File: config.mk
export PLATFORM = sky130hd
export DESIGN_NAME = pipe_hazard_ctrl_flat
export DESIGN_NICKNAME = d
export VERILOG_FILES = /design/src/rtl/pipe_hazard_ctrl_if.sv /design/src/rtl/pipe_hazard_ctrl.sv /design/src/flat_wrapper.sv
export SDC_FILE = /design/constraint.sdc
export NUM_CORES = 1
export LEC_CHECK = 0
export BUFFER_PORTS_ARGS = -buffer_cell sky130_fd_sc_hd__buf_2
export CAP_MARGIN = 20
export CORE_UTILIZATION = 25
export CTS_CLUSTER_SIZE = 20
export DETAILED_ROUTE_END_ITERATION = 7
export SLEW_MARGIN = 25
export SYNTH_ARGS = -nofsm -noshare
export SYNTH_HDL_FRONTEND = slang
export SYNTH_SLANG_ARGS = --single-unit
File: constraint.sdc
create_clock -name clk -period 2.5 [get_ports clk]
set_input_delay 0.375 -clock clk [delete_from_list [all_inputs] [get_ports clk]]
set_output_delay 0.375 -clock clk [all_outputs]
set_load 0.05 [all_outputs]
File: src/rtl/pipe_hazard_ctrl_if.sv
// Pipeline-side signals of the hazard controller: stage status in, register enables/clears out.
// master = pipeline datapath, slave = pipe_hazard_ctrl.
interface pipe_hazard_ctrl_if;
   logic [18:0] if_id_instruction;
   logic [18:0] id_ex_instruction;
   logic        if_id_valid;
   logic        id_ex_valid;
   logic        branch_taken;
   logic        mem_req;
   logic        mem_ready;
   logic        pc_write;
   logic        if_id_write;
   logic        if_id_flush;
   logic        id_ex_write;
   logic        id_ex_bubble;
   logic        ex_mem_write;
   logic        mem_wb_bubble;

   modport master (
      output if_id_instruction, id_ex_instruction, if_id_valid, id_ex_valid,
             branch_taken, mem_req, mem_ready,
      input  pc_write, if_id_write, if_id_flush, id_ex_write, id_ex_bubble,
             ex_mem_write, mem_wb_bubble
   );

   modport slave (
      input  if_id_instruction, id_ex_instruction, if_id_valid, id_ex_valid,
             branch_taken, mem_req, mem_ready,
      output pc_write, if_id_write, if_id_flush, id_ex_write, id_ex_bubble,
             ex_mem_write, mem_wb_bubble
   );
endinterface

File: src/rtl/pipe_hazard_ctrl.sv
// Pipeline sequencing controller: load-use stalls, taken-branch flushes and data-memory wait
// states for the 5-stage 19-bit MIPS core, plus saturating stall/flush debug counters.
module pipe_hazard_ctrl #(
   parameter int unsigned CNT_W     = 16,
   parameter int unsigned FLUSH_CYC = 1
) (
   input  logic                clk,
   input  logic                rst_n,
   pipe_hazard_ctrl_if.slave   pipe,
   output logic [1:0]          state,
   output logic [CNT_W-1:0]    stall_cnt,
   output logic [CNT_W-1:0]    flush_cnt
);

   typedef enum logic [1:0] {
      StRun     = 2'd0,
      StMemWait = 2'd1,
      StLuStall = 2'd2,
      StFlush   = 2'd3
   } state_e;

   localparam logic [1:0] FlushInit = 2'(FLUSH_CYC);

   state_e           state_q, state_d;
   logic [1:0]       rem_q, rem_d;
   logic             resume_q, resume_d;
   logic [CNT_W-1:0] stall_cnt_q, flush_cnt_q;

   logic [4:0] ex_op, if_op;
   logic [2:0] ex_dst, if_dst, if_src_a, if_src_b;
   logic       ex_lw, if_alu, if_imm, if_sw;
   logic       rd_a, rd_b, rd_d;
   logic       lu_haz, mem_wait, br;

   assign ex_op    = pipe.id_ex_instruction[18:14];
   assign ex_dst   = pipe.id_ex_instruction[13:11];
   assign if_op    = pipe.if_id_instruction[18:14];
   assign if_dst   = pipe.if_id_instruction[13:11];
   assign if_src_a = pipe.if_id_instruction[10:8];
   assign if_src_b = pipe.if_id_instruction[7:5];

   assign ex_lw  = (ex_op == 5'b10000);
   assign if_alu = ~if_op[4];
   assign if_imm = if_op[3];
   assign if_sw  = (if_op == 5'b10001);

   // Registers actually read by the IF/ID instruction; sw reads dst as store data.
   assign rd_a = if_alu | if_sw;
   assign rd_b = if_alu & ~if_imm;
   assign rd_d = if_sw;

   assign lu_haz = pipe.id_ex_valid & pipe.if_id_valid & ex_lw & (ex_dst != 3'd0) &
                   ((rd_a & (ex_dst == if_src_a)) |
                    (rd_b & (ex_dst == if_src_b)) |
                    (rd_d & (ex_dst == if_dst)));

   assign mem_wait = pipe.mem_req & ~pipe.mem_ready;
   assign br       = pipe.branch_taken & pipe.id_ex_valid;

   // State register and counters
   always_ff @(posedge clk or negedge rst_n) begin
      if (!rst_n) begin
         state_q     <= StRun;
         rem_q       <= 2'd0;
         resume_q    <= 1'b0;
         stall_cnt_q <= '0;
         flush_cnt_q <= '0;
      end else begin
         state_q  <= state_d;
         rem_q    <= rem_d;
         resume_q <= resume_d;
         if (!pipe.pc_write && (stall_cnt_q != '1)) begin
            stall_cnt_q <= stall_cnt_q + CNT_W'(1);
         end
         if (br && !mem_wait && (flush_cnt_q != '1)) begin
            flush_cnt_q <= flush_cnt_q + CNT_W'(1);
         end
      end
   end

   // Next-state logic
   always_comb begin
      state_d  = state_q;
      rem_d    = rem_q;
      resume_d = resume_q;
      if (mem_wait) begin
         // Park an in-progress flush; rem_q is left untouched so it resumes where it stopped.
         state_d = StMemWait;
         if (state_q == StFlush) begin
            resume_d = 1'b1;
         end else if (state_q != StMemWait) begin
            resume_d = 1'b0;
         end
      end else if (br) begin
         state_d  = StFlush;
         rem_d    = FlushInit;
         resume_d = 1'b0;
      end else begin
         unique case (state_q)
            StRun: begin
               if (lu_haz) state_d = StLuStall;
            end
            StLuStall: state_d = StRun;
            StMemWait: begin
               state_d  = resume_q ? StFlush : StRun;
               resume_d = 1'b0;
            end
            StFlush: begin
               rem_d = rem_q - 2'd1;
               if (rem_q <= 2'd1) state_d = StRun;
            end
         endcase
      end
   end

   // Output logic
   always_comb begin
      pipe.pc_write      = 1'b1;
      pipe.if_id_write   = 1'b1;
      pipe.if_id_flush   = 1'b0;
      pipe.id_ex_write   = 1'b1;
      pipe.id_ex_bubble  = 1'b0;
      pipe.ex_mem_write  = 1'b1;
      pipe.mem_wb_bubble = 1'b0;
      if (!rst_n) begin
         // Held inputs must not leak an event out while reset is asserted.
      end else if (mem_wait) begin
         pipe.pc_write      = 1'b0;
         pipe.if_id_write   = 1'b0;
         pipe.id_ex_write   = 1'b0;
         pipe.ex_mem_write  = 1'b0;
         pipe.mem_wb_bubble = 1'b1;
      end else if (br) begin
         pipe.if_id_flush  = 1'b1;
         pipe.id_ex_bubble = 1'b1;
      end else begin
         unique case (state_q)
            StRun: begin
               if (lu_haz) begin
                  pipe.pc_write     = 1'b0;
                  pipe.if_id_write  = 1'b0;
                  pipe.id_ex_bubble = 1'b1;
               end
            end
            StFlush: pipe.if_id_flush = 1'b1;
            StLuStall, StMemWait: ;
         endcase
      end
   end

   assign state     = state_q;
   assign stall_cnt = stall_cnt_q;
   assign flush_cnt = flush_cnt_q;

endmodule

File: src/flat_wrapper.sv
// flat-port wrapper written by rule: the top's interface ports become plain ports
module pipe_hazard_ctrl_flat 
#(
   parameter int unsigned CNT_W     = 16,
   parameter int unsigned FLUSH_CYC = 1
)
  (clk, rst_n, state, stall_cnt, flush_cnt, pipe_if_id_instruction, pipe_id_ex_instruction, pipe_if_id_valid, pipe_id_ex_valid, pipe_branch_taken, pipe_mem_req, pipe_mem_ready, pipe_pc_write, pipe_if_id_write, pipe_if_id_flush, pipe_id_ex_write, pipe_id_ex_bubble, pipe_ex_mem_write, pipe_mem_wb_bubble);
  pipe_hazard_ctrl_if pipe_i ();
  input  logic clk;
  input  logic rst_n;
  output logic [1:0] state;
  output logic [CNT_W-1:0] stall_cnt;
  output logic [CNT_W-1:0] flush_cnt;
  input wire logic [$bits(pipe_i.if_id_instruction)-1:0] pipe_if_id_instruction;
  input wire logic [$bits(pipe_i.id_ex_instruction)-1:0] pipe_id_ex_instruction;
  input wire logic [$bits(pipe_i.if_id_valid)-1:0] pipe_if_id_valid;
  input wire logic [$bits(pipe_i.id_ex_valid)-1:0] pipe_id_ex_valid;
  input wire logic [$bits(pipe_i.branch_taken)-1:0] pipe_branch_taken;
  input wire logic [$bits(pipe_i.mem_req)-1:0] pipe_mem_req;
  input wire logic [$bits(pipe_i.mem_ready)-1:0] pipe_mem_ready;
  output wire logic [$bits(pipe_i.pc_write)-1:0] pipe_pc_write;
  output wire logic [$bits(pipe_i.if_id_write)-1:0] pipe_if_id_write;
  output wire logic [$bits(pipe_i.if_id_flush)-1:0] pipe_if_id_flush;
  output wire logic [$bits(pipe_i.id_ex_write)-1:0] pipe_id_ex_write;
  output wire logic [$bits(pipe_i.id_ex_bubble)-1:0] pipe_id_ex_bubble;
  output wire logic [$bits(pipe_i.ex_mem_write)-1:0] pipe_ex_mem_write;
  output wire logic [$bits(pipe_i.mem_wb_bubble)-1:0] pipe_mem_wb_bubble;
  assign pipe_i.if_id_instruction = pipe_if_id_instruction;
  assign pipe_i.id_ex_instruction = pipe_id_ex_instruction;
  assign pipe_i.if_id_valid = pipe_if_id_valid;
  assign pipe_i.id_ex_valid = pipe_id_ex_valid;
  assign pipe_i.branch_taken = pipe_branch_taken;
  assign pipe_i.mem_req = pipe_mem_req;
  assign pipe_i.mem_ready = pipe_mem_ready;
  assign pipe_pc_write = pipe_i.pc_write;
  assign pipe_if_id_write = pipe_i.if_id_write;
  assign pipe_if_id_flush = pipe_i.if_id_flush;
  assign pipe_id_ex_write = pipe_i.id_ex_write;
  assign pipe_id_ex_bubble = pipe_i.id_ex_bubble;
  assign pipe_ex_mem_write = pipe_i.ex_mem_write;
  assign pipe_mem_wb_bubble = pipe_i.mem_wb_bubble;
  pipe_hazard_ctrl #(.CNT_W(CNT_W), .FLUSH_CYC(FLUSH_CYC)) u_core (.clk(clk), .rst_n(rst_n), .pipe(pipe_i), .state(state), .stall_cnt(stall_cnt), .flush_cnt(flush_cnt));
endmodule
* After elaboration in Yosys (flattened, before gate mapping) *
Index checks and enable logic that the tools add are counted.
Widths: inputs -> output; s select.

cells by class
  $lt $le $gt $ge = 1
  reduce and logical (&&, ||, !) cells = 12
  muxes and demuxes = 31
  bitwise gates (word level) = 17
  equal/unequal tests = 14
  add/sub/neg operators = 3

operators by type and width
  operator               count
  $add 16x1->16 const B  2
  $ne 16x16->1 const B   2
  $mux 1                 23
  $mux 2                 7
  $and 1x1->1            10
  $eq 5x5->1 const B     2
  $eq 3x3->1             3
  $pmux 2 s4             1
  $reduce_and 2->1       3
  $reduce_bool 3->1      2
  $eq 2x2->1 const B     2
  $ne 4x1->1 const B     1
  $ne 4x2->1 const B     1
  $not 1->1              4
  $logic_and 1x1->1      3
  $ne 3x3->1 const B     1
  $or 1x1->1             3
  $eq 2x1->1 const B     1
  $le 2x1->1 const B     1
  $logic_not 1->1        2
  $logic_not 2->1        1
  $ne 2x1->1 const B     1
  $reduce_bool 2->1      1
  $sub 2x1->2 const B    1

storage, ports and cells
  output and inout port bits = 41
  flip-flop bits (word level) = 37
  logic and storage cells = 83

* Longest topological paths before layout *
Gate-level depths: netlist (run 1).

  depth in word-level cells = 13
  gate-level depth with buffers = 8
  mapped depth without buffers = 7

* Least setup slack after synthesis (run 1) *
OpenSTA, ideal clock, no wires.

  path kind = reg-to-output
  start point = register u_core.state_q[0] (netlist: u_core.state[0])
  end point = output pipe_pc_write
  data required time = 2125 ps
  arrival = 2374 ps
  slack = -249 ps
  cell stages (with the launch flop) = 9
  cells stage by stage = dfrtp_1 > nor3b_1 > and4_1 > o2111a_1 > or3_1 > buf_6 > buf_8 > nand2_1 > buf_4

on the way
  longest elaborated chain between the ends = 5

RTL lines
  item                    RTL line                RTL
  start, declared         pipe_hazard_ctrl.sv:24  state_e state_q, state_d;
  start signal, assigned  pipe_hazard_ctrl.sv:63  state_q <= StRun;
  start signal, assigned  pipe_hazard_ctrl.sv:69  state_q <= state_d;
  $logic_not 2->1         n/a
  $mux 1 (4 in a row)     n/a
  end, declared           flat_wrapper.sv:21      output wire logic [$bits(pipe_i.pc_write)-1:0] pipe_pc_write;

Every way passes these cells.

* Worst setup path in the final report (run 1) *
  start point = input pipe_id_ex_instruction[11]
  end point = output pipe_if_id_write

on the way
  longest elaborated chain between the ends = 10
  elaborated cells on any way between the ends = 16
  those cells by class = eq/ne (3); mux (5); bitwise (7); reduce/logical (1)

RTL lines
  item                                   RTL line                                        RTL
  start, declared                        flat_wrapper.sv:15                              input wire logic [$bits(pipe_i.id_ex_instruction)-1:0] pipe_id_ex_instruction;
  $eq 3x3->1, on equally long branches   pipe_hazard_ctrl.sv:53, pipe_hazard_ctrl.sv:54
  $and 1x1->1, on equally long branches  pipe_hazard_ctrl.sv:53, pipe_hazard_ctrl.sv:54
  $or 1x1->1                             pipe_hazard_ctrl.sv:53                          ((rd_a & (ex_dst == if_src_a)) |
  $or 1x1->1                             pipe_hazard_ctrl.sv:54                          (rd_b & (ex_dst == if_src_b)) |
  $and 1x1->1 *                          pipe_hazard_ctrl.sv:52                          assign lu_haz = pipe.id_ex_valid & pipe.if_id_valid & ex_lw & (ex_dst != 3'd0) &
  $mux 1 *                               pipe_hazard_ctrl.sv:139                         if (lu_haz) begin
  $mux 1 *                               pipe_hazard_ctrl.sv:137                         unique case (state_q)
  $mux 1 *                               pipe_hazard_ctrl.sv:133                         end else if (br) begin
  $mux 1 *                               pipe_hazard_ctrl.sv:127                         end else if (mem_wait) begin
  $mux 1 *                               pipe_hazard_ctrl.sv:125                         if (!rst_n) begin
  end, declared                          flat_wrapper.sv:22                              output wire logic [$bits(pipe_i.if_id_write)-1:0] pipe_if_id_write;

Every way passes the cells marked *; elsewhere a longest branch is shown, timed or not.

==> flow_summary.toml, run 1 <==
[worst_setup_path]
reg2reg_from = "u_core.stall_cnt[6]"
crit_cells = 7
crit_required_ns = 2.12
cp_common_cell = "buf_2"
end_kind = "output pin"
endpoint = "pipe_if_id_write"
start_kind = "input pin"
cp_cell_sequence = "buf_2, or3_1, and4_1, o2111a_1, or3_4, nand2_4, buf_2"
crit_slowest_cell = "or3_4"
cp.buffers_inverters = 2
path_class = "in -> out"
cpPeakStageDelay_ns = 0.43
critical_path_peak_fanout = 5
rr_endpoint = "u_core.stall_cnt[1]"
cp_top_family = "simple AND/OR/NAND/NOR gates"
cp-startpoint = "pipe_id_ex_instruction[11]"
reg2reg_depth = 5
reg2reg_slack_ns = 0.34
crit_arrival_ns = 1.98

[global_route]
grt_max_degree = 24
grt_pass1_vias = 1707
grt_pass1_wl_um = 7890
grtUsageTotal = 0.116
antenna_found_initial = 0
grt_overflow = 0

[timing]
timing.fmax_mhz = 425
finalSetupViolations = 0
max_slew_margin = 0.689
rsz0062_at_grt = "no"
fin_crit_ns = 2.35
finalSetupTns_ns = 0
worst_pin_slew_ns = 0.466
layout_setup_ws_ns = 0.146
finalMaxSlewViolations = 0
hold_viol = 0
period_share = 0.942
fin_skew_ns = 0.00440

[route]
num_vias = 1748
routed_wl_um = 4610
viasPerCell = 4.56
wl_per_cell_um = 12.0
drcViolationCount = 0
drt-pass1-iter-count = 6
ant_nets = 0
drtIter0Drc = 45

[synthesis]
yosysSeqAreaShare = 0.458
syn-num-nets = 253
yosysUniqueCellTypes = 37
yosysTopAreaCell = "dfrtp_1"
syn_area_um2 = 2020
synth_top_area_share = 0.458
synth_edf_count = 0
syn_inst = 205
synthArstFlopShare = 1.00
ys_warn_count = 0
synth-seq-cells = 37
synth_area_leaders = "dfrtp_1, xnor2_1, xor2_1"
postSynthAreaPerCell_um2 = 9.86
synth_ff_type = "dfrtp_1"

[floorplanning]
io_pins = 86
initial_core_util = 0.260
die_h_um = 91.9
dieArea_um2 = 8450
fp.coreArea_um2 = 7770
row_count = 32
fp.dieW_um = 91.9

[clock_network]
ctsLongestPathBuffers = 2
cts_hold_buf = 0
numCtsBuffers = 5
root_buffer = "clkbuf_8"
cts_tree = "yes"
cts.sinks = 37
cts_max_level = 2
clkLatencyLatePin_ns = 0.28
post_cts_buffers = 0
path_clk_slew_ns = 0.07

[status]
outcome = "finished clean"

[pwr]
switching_share = 0.422
pwr-share-comb = 0.359
p_int_mw = 1.09
switching_power_uw = 794
leakagePower_nw = 1.25
vdd_drop_max_uv = 419
power_frac_seq = 0.428
power.total_mw = 1.88
power_density_nw_per_um2 = 728
pwr-share-clk = 0.213

[final_layout]
seq_area_um2 = 928
drive_gt1_frac = 0.327
multiInputGateArea_um2 = 1020
antenna_cells = 0
nets = 328
area_growth_pct = 27.8
nFillCells = 854

[flow_run]
drv_cap = 0

[worst_hold_path]
hold_class = "in -> async"

[place]
gp_congestion = 0.731
hpwl_um = 3580
port_buffers = 69
preCtsSetupSlack_ns = 0.0391
[cells in the mapped netlist (2+ instances only)]
| library cell | instances |
|---|---|
| a21oi_1 | 4 |
| and3_1 | 8 |
| and4_1 | 5 |
| buf_4 | 2 |
| clkbuf_1 | 2 |
| dfrtp_1 | 37 |
| ha_1 | 3 |
| inv_1 | 8 |
| mux2_2 | 3 |
| nand2_1 | 21 |
| nand3_1 | 15 |
| nand3_2 | 2 |
| nand4_1 | 10 |
| nor2_1 | 12 |
| nor2b_1 | 3 |
| nor3_1 | 8 |
| o21ai_0 | 5 |
| or3_1 | 3 |
| xnor2_1 | 26 |
| xor2_1 | 11 |
[stage by stage]
stage	hold slack, ns	util	cell area (um^2)	std cells
floorplan	0.0794	-	2030	205
global placement	0.354	0.321	2500	375
detailed placement	0.352	0.321	2500	375
CTS	0.0390	0.332	2580	383
global route	0.0568	0.333	2580	383
finish	0.0371	0.333	2580	383
[cells by family (layout without fill, tap and decap cells)]
| logic type | after synthesis | count (layout) | share of synthesized area |
|---|---|---|---|
| mux | 3 | 3 | 0.0167 |
| fa+ha+maj | 3 | 3 | 0.0186 |
| buf+inv | 15 | 91 | 0.0415 |
| xor+xnor | 37 | 37 | 0.160 |
| simple gates | 92 | 92 | 0.244 |
| flops | 37 | 37 | 0.458 |
| compound gates | 18 | 18 | 0.0606 |
[placed cells by master, fill, tap and decap left out, types with 6 or more instances in the layout]
| cell type | netlist | final |
|---|---|---|
| inv_1 | 8 | 8 |
| nand2_1 | 21 | 20 |
| dfrtp_1 | 37 | 35 |
| and3_1 | 8 | 8 |
| nand4_1 | 10 | 10 |
| nand3_1 | 15 | 15 |
| buf_4 | 2 | 6 |
| nor2_1 | 12 | 12 |
| buf_2 | 1 | 69 |
| nor3_1 | 8 | 8 |
| xnor2_1 | 26 | 26 |
| xor2_1 | 11 | 11 |
[worst min-delay path by stage]
stage,start,slack [ns],end,depth (start not counted)
5_1_grt,rst_n,0.06,u_core.stall_cnt[10],1
6_report,rst_n,0.04,u_core.stall_cnt[9],1
3_5_place_dp,rst_n,0.35,u_core.stall_cnt[9],1
4_1_cts,rst_n,0.04,u_core.stall_cnt[10],1
3_3_place_gp,rst_n,0.35,u_core.stall_cnt[8],1
2_1_floorplan,rst_n,0.08,u_core.flush_cnt[0],0
[registers in the layout, indices dropped and copies added, names as in the netlist]
register          flops
u_core.state          2
u_core.rem_q          2
u_core.stall_cnt     16
u_core.flush_cnt     16
u_core.resume_q       1
[layout make-up]
| class | count | area share |
|---|---|---|
| inverter | 8 | 0.0116 |
| timing repair buffer | 75 | 0.151 |
| clock buffer | 6 | 0.0281 |
| multi-input combinational | 153 | 0.397 |
| tap | 102 | 0.0494 |
| sequential | 37 | 0.359 |
| clock inverter | 2 | 0.00387 |
[repair_timing]
item	4_1_cts	5_1_grt
resized for setup	0	1
setup endpoints to repair	0	2
endpoints found under the hold margin	0	0
[worst register-to-register path: cells and delay by family, from the launching register on]
kind             cells  cell delay, ns
multiplexers         1            0.34
AND/OR/NAND/NOR      4            1.24
flip-flops           1            0.46
[power by group through the flow]
stage	clock network, mW	registers (mW)	logic (mW)
finish	0.401	0.805	0.676
detailed placement	0	0.820	0.681
CTS	0.426	0.808	0.683
floorplan	0	1.11	0.201
global placement	0	0.812	0.673
global route	0.450	0.824	0.726
[per-layer routing]
| layer | wire length, um | GRT usage |
|---|---|---|
| met1 | 2080 | 0.146 |
| met4 | 60 | 0.0339 |
| met3 | 188 | 0.0257 |
| met5 | 0 | 0 |
| met2 | 2280 | 0.199 |
Note: power is estimated with default switching activity, not from simulation.
==> inputs of run 2 (changes only) <==
--- a/config.mk
+++ b/config.mk
@@ -7,9 +7,10 @@
 export LEC_CHECK = 0
 export BUFFER_PORTS_ARGS = -buffer_cell sky130_fd_sc_hd__buf_2
 export CAP_MARGIN = 20
-export CORE_UTILIZATION = 25
+export CORE_UTILIZATION = 48
 export CTS_CLUSTER_SIZE = 20
 export DETAILED_ROUTE_END_ITERATION = 7
+export PLACE_DENSITY = 0.8
 export SLEW_MARGIN = 25
 export SYNTH_ARGS = -nofsm -noshare
 export SYNTH_HDL_FRONTEND = slang
==> flow_summary.toml, run 2 (same netlist as run 1, synthesis figures left out) <==
[status]
outcome = "finished clean"

[timing]
timing.fmax_mhz = 423
rsz0062_at_grt = "no"
finalSetupViolations = 0
whs_ns = 0.445
finalSetupTns_ns = 0
hold_viol = 0
fin_crit_ns = 2.36
worst_pin_slew_ns = 0.499
finalMaxSlewViolations = 0
fin_skew_ns = 0.00885
max_slew_margin = 0.667
period_share = 0.946

[place]
place_area_um2 = 2440
gp_congestion = 0.795
port_buffers = 69
hpwl_um = 3420

[floorplanning]
fp.coreArea_um2 = 4030
io_pins = 86
die_h_um = 66.9
fp.dieW_um = 66.9
dieArea_um2 = 4480
row_count = 23
initial_core_util = 0.502

[pwr]
leakagePower_nw = 1.27
power.total_mw = 2.03
power_density_nw_per_um2 = 790
vdd_drop_max_uv = 773

[final_layout]
nets = 330
multiInputGateArea_um2 = 1020
antenna_cells = 0
design_area_um2 = 2570
final_common_cell = "buf_2"
final_cell_mix = "buf_2, dfrtp_1, xnor2_1, nand2_1, nand3_1"
drive_gt1_frac = 0.329
area_growth_pct = 27.0
seq_area_um2 = 928
nFillCells = 353

[clock_network]
root_buffer = "clkbuf_8"
clkLatencyLatePin_ns = 0.30
cts.sinks = 37
post_cts_buffers = 0
cts_max_level = 2
numCtsBuffers = 5
ctsResizeCount = 0
ctsLongestPathBuffers = 2
cts_hold_buf = 1
path_clk_slew_ns = 0.07
cts_tree = "yes"

[global_route]
grt_pass1_wl_um = 7400
grt_overflow = 0
grt_max_degree = 22
antenna_found_initial = 0
grt_pass1_vias = 1676
grtUsageTotal = 0.221

[worst_hold_path]
hold_class = "in -> reg"

[worst_setup_path]
crit_arrival_ns = 1.99
end_kind = "output pin"
start_kind = "input pin"
path_class = "in -> out"
crit_required_ns = 2.12
critical_path_peak_fanout = 4

[route]
viasPerCell = 5.29
num_vias = 1760
drtIter0Drc = 99
drcViolationCount = 0
wl_per_cell_um = 13.4
ant_nets = 0
routed_wl_um = 4450
drt-pass1-iter-count = 4

[flow_run]
drv_cap = 0
-- run 2: final timing paths --
check	start	to	slack (ns)	cells past startpoint
worst max-delay path	pipe_id_ex_instruction[11]	pipe_if_id_write	0.14	7
worst min-delay path	pipe_mem_ready	u_core.state[1]	0.44	3
worst max register to register	u_core.state[0]	u_core.stall_cnt[1]	0.40	7
worst min register to register	u_core.stall_cnt[9]	u_core.stall_cnt[9]	0.49	1
max in group asynchronous	rst_n	u_core.flush_cnt[2]	1.41	3
min in group asynchronous	rst_n	u_core.stall_cnt[3]	0.53	2
-- run 2: final cells by class --
cell class,instances,area share
Multi-Input combinational cell,153,0.397
Sequential cell,37,0.361
Timing Repair Buffer,77,0.159
Clock buffer,6,0.0321
Tap cell,50,0.0244
Clock inverter,2,0.0146
Inverter,8,0.0117
-- run 2: critical path: stages --
cell and delay [ns]:
buf_2 0.13, or3_1 0.36, and4_1 0.21, o2111a_1 0.12, or3_1 0.43, nand2_4 0.10, buf_2 0.26
-- run 2: metal layers --
| metal | share of wire | wire, um | up-vias | track usage |
|---|---|---|---|---|
| met4 | 0.013 | 59 | 0 | 0.0957 |
| met1 | 0.46 | 2040 | 847 | 0.274 |
| met2 | 0.49 | 2160 | 35 | 0.371 |
| li1 | - | - | 871 | - |
| met3 | 0.041 | 183 | 7 | 0.0411 |
| met5 | 0 | 0 | - | 0 |
-- run 2: report_power, final --
part | internal [mW] | total [mW] | switching [mW]
registers | 0.698 | 0.806 | 0.108
logic | 0.198 | 0.680 | 0.482
clock network | 0.324 | 0.543 | 0.219
total | 1.22 | 2.03 | 0.808
-- run 2: stage by stage --
stage                util  worst slack (ns)  instances
floorplan               -            0.0834        205
global placement    0.605             0.102        324
detailed placement  0.605            0.0840        324
CTS                 0.638             0.129        333
global route        0.638            0.0646        333
finish              0.638             0.136        333
==> inputs of run 3 (changes only) <==
--- a/config.mk
+++ b/config.mk
@@ -7,10 +7,13 @@
 export LEC_CHECK = 0
 export BUFFER_PORTS_ARGS = -buffer_cell sky130_fd_sc_hd__buf_2
 export CAP_MARGIN = 20
-export CORE_UTILIZATION = 48
+export CELL_PAD_IN_SITES_DETAIL_PLACEMENT = 1
+export CELL_PAD_IN_SITES_GLOBAL_PLACEMENT = 2
+export CORE_MARGIN = 2
+export CORE_UTILIZATION = 27
 export CTS_CLUSTER_SIZE = 20
 export DETAILED_ROUTE_END_ITERATION = 7
-export PLACE_DENSITY = 0.8
+export PLACE_DENSITY_LB_ADDON = 0.1
 export SLEW_MARGIN = 25
 export SYNTH_ARGS = -nofsm -noshare
 export SYNTH_HDL_FRONTEND = slang
==> flow_summary.toml, run 3 (same netlist as run 1, synthesis figures left out) <==
[worst_setup_path]
cp-startpoint = "pipe_id_ex_instruction[12]"
critical_path_peak_fanout = 5
reg2reg_slack_ns = 0.41
crit_required_ns = 2.12
end_kind = "output pin"
crit_arrival_ns = 2.01
reg2reg_from = "u_core.stall_cnt[6]"
path_class = "in -> out"
start_kind = "input pin"

[final_layout]
final_common_cell = "buf_2"
finalNonFillerCells = 388
antenna_cells = 0
area_growth_pct = 31.8
drive_gt1_frac = 0.346
nets = 336
final_cell_mix = "buf_2, dfrtp_1, xnor2_1, nand2_1, nand3_1"

[floorplanning]
io_pins = 86
die_h_um = 90.5
dieArea_um2 = 8200
row_count = 31
fp.dieW_um = 90.5
initial_core_util = 0.279
fp.coreArea_um2 = 7250

[route]
drtIter0Drc = 34
wl_per_cell_um = 13.9
num_vias = 1806
drcViolationCount = 0
routed_wl_um = 5390
drt-pass1-iter-count = 4
ant_nets = 0
viasPerCell = 4.65

[clock_network]
ctsLongestPathBuffers = 2
numCtsBuffers = 5
root_buffer = "clkbuf_8"
cts_tree = "yes"
path_clk_slew_ns = 0.08
cts.sinks = 37
cts_max_level = 2
clkLatencyLatePin_ns = 0.29
post_cts_buffers = 0

[timing]
period_share = 0.953
timing.fmax_mhz = 420
finalSetupViolations = 0
whs_ns = 0.00503
fin_crit_ns = 2.38
hold_viol = 0
fin_skew_ns = 0.0101
finalMaxSlewViolations = 0
max_slew_margin = 0.725
worst_pin_slew_ns = 0.406
rsz0062_at_grt = "no"

[pwr]
vdd_drop_max_uv = 527
power_density_nw_per_um2 = 731
leakagePower_nw = 1.30

[worst_hold_path]
hold_class = "in -> async"

[global_route]
grt_pass1_vias = 1856
grt_overflow = 0
grt_max_degree = 26
grt_pass1_wl_um = 9440
antenna_found_initial = 0
grtUsageTotal = 0.143

[flow_run]
drv_cap = 0

[status]
outcome = "finished clean"

[place]
hpwl_um = 4230
port_buffers = 69
gp_congestion = 0.725
dp_cells = 380
[run 3: changes by cell type in the layout (fill, tap and decap cells not counted), sizes merged]
cell / delta
clkinvlp: -1
clkbuf: +2
bufinv: -1
buf: +7
dlygate4sd3: -1
[run 3: worst paths after layout]
kind / cells after the start / endpoint
min reg2reg: 1 / u_core.stall_cnt[9]
min in group clk: 1 / u_core.stall_cnt[9]
max in group asynchronous: 2 / u_core.flush_cnt[0]
max reg2reg: 5 / u_core.stall_cnt[1]
min: 1 / u_core.resume_q
max: 7 / pipe_if_id_write
[run 3: timing repair]
item                                    in CTS  in global routing
hold buffers                                 0                  0
pin swaps                                    0                  0
endpoints found under the hold margin        0                  0
endpoints found under the setup margin       2                  2
resized for setup                            1                  1
[run 3: cell type report]
class	count	area [um^2]
clock buffers	8	90.1
fillers	898	4590
inverters	8	30.0
multi-input cells	153	1030
flip-flops and latches	37	928
well taps	99	124
repair buffers	83	463
[run 3: stage by stage]
step | cell area, um^2 | TNS, ns | setup WS [ns] | util | power [mW]
CTS | 2660 | 0 | 0.114 | 0.367 | 1.98
global placement | 2560 | 0 | 0.0206 | 0.354 | 1.51
finish | 2670 | 0 | 0.117 | 0.367 | 1.95
global route | 2670 | 0 | 0.0540 | 0.367 | 2.07
detailed placement | 2560 | -0.00374 | -0.00374 | 0.354 | 1.53
floorplan | 2030 | 0 | 0.0834 | - | 1.31
[run 3: where the power goes]
part	internal (mW)	switching, mW
Combinational	0.209	0.487
Sequential	0.698	0.112
Clock	0.225	0.216
[run 3: worst max-delay path, cell delays in order]
cell and delay [ns]:
buf_2 0.11, or3_1 0.41, and4_1 0.22, o2111a_1 0.13, or3_4 0.43, nand2_4 0.09
buf_2 0.25
[run 3: routing by layer]
layer  track usage  wire [um]
met1         0.200       2660
met2         0.222       2480
met3        0.0317        209
met4        0.0385         31
met5             0          0
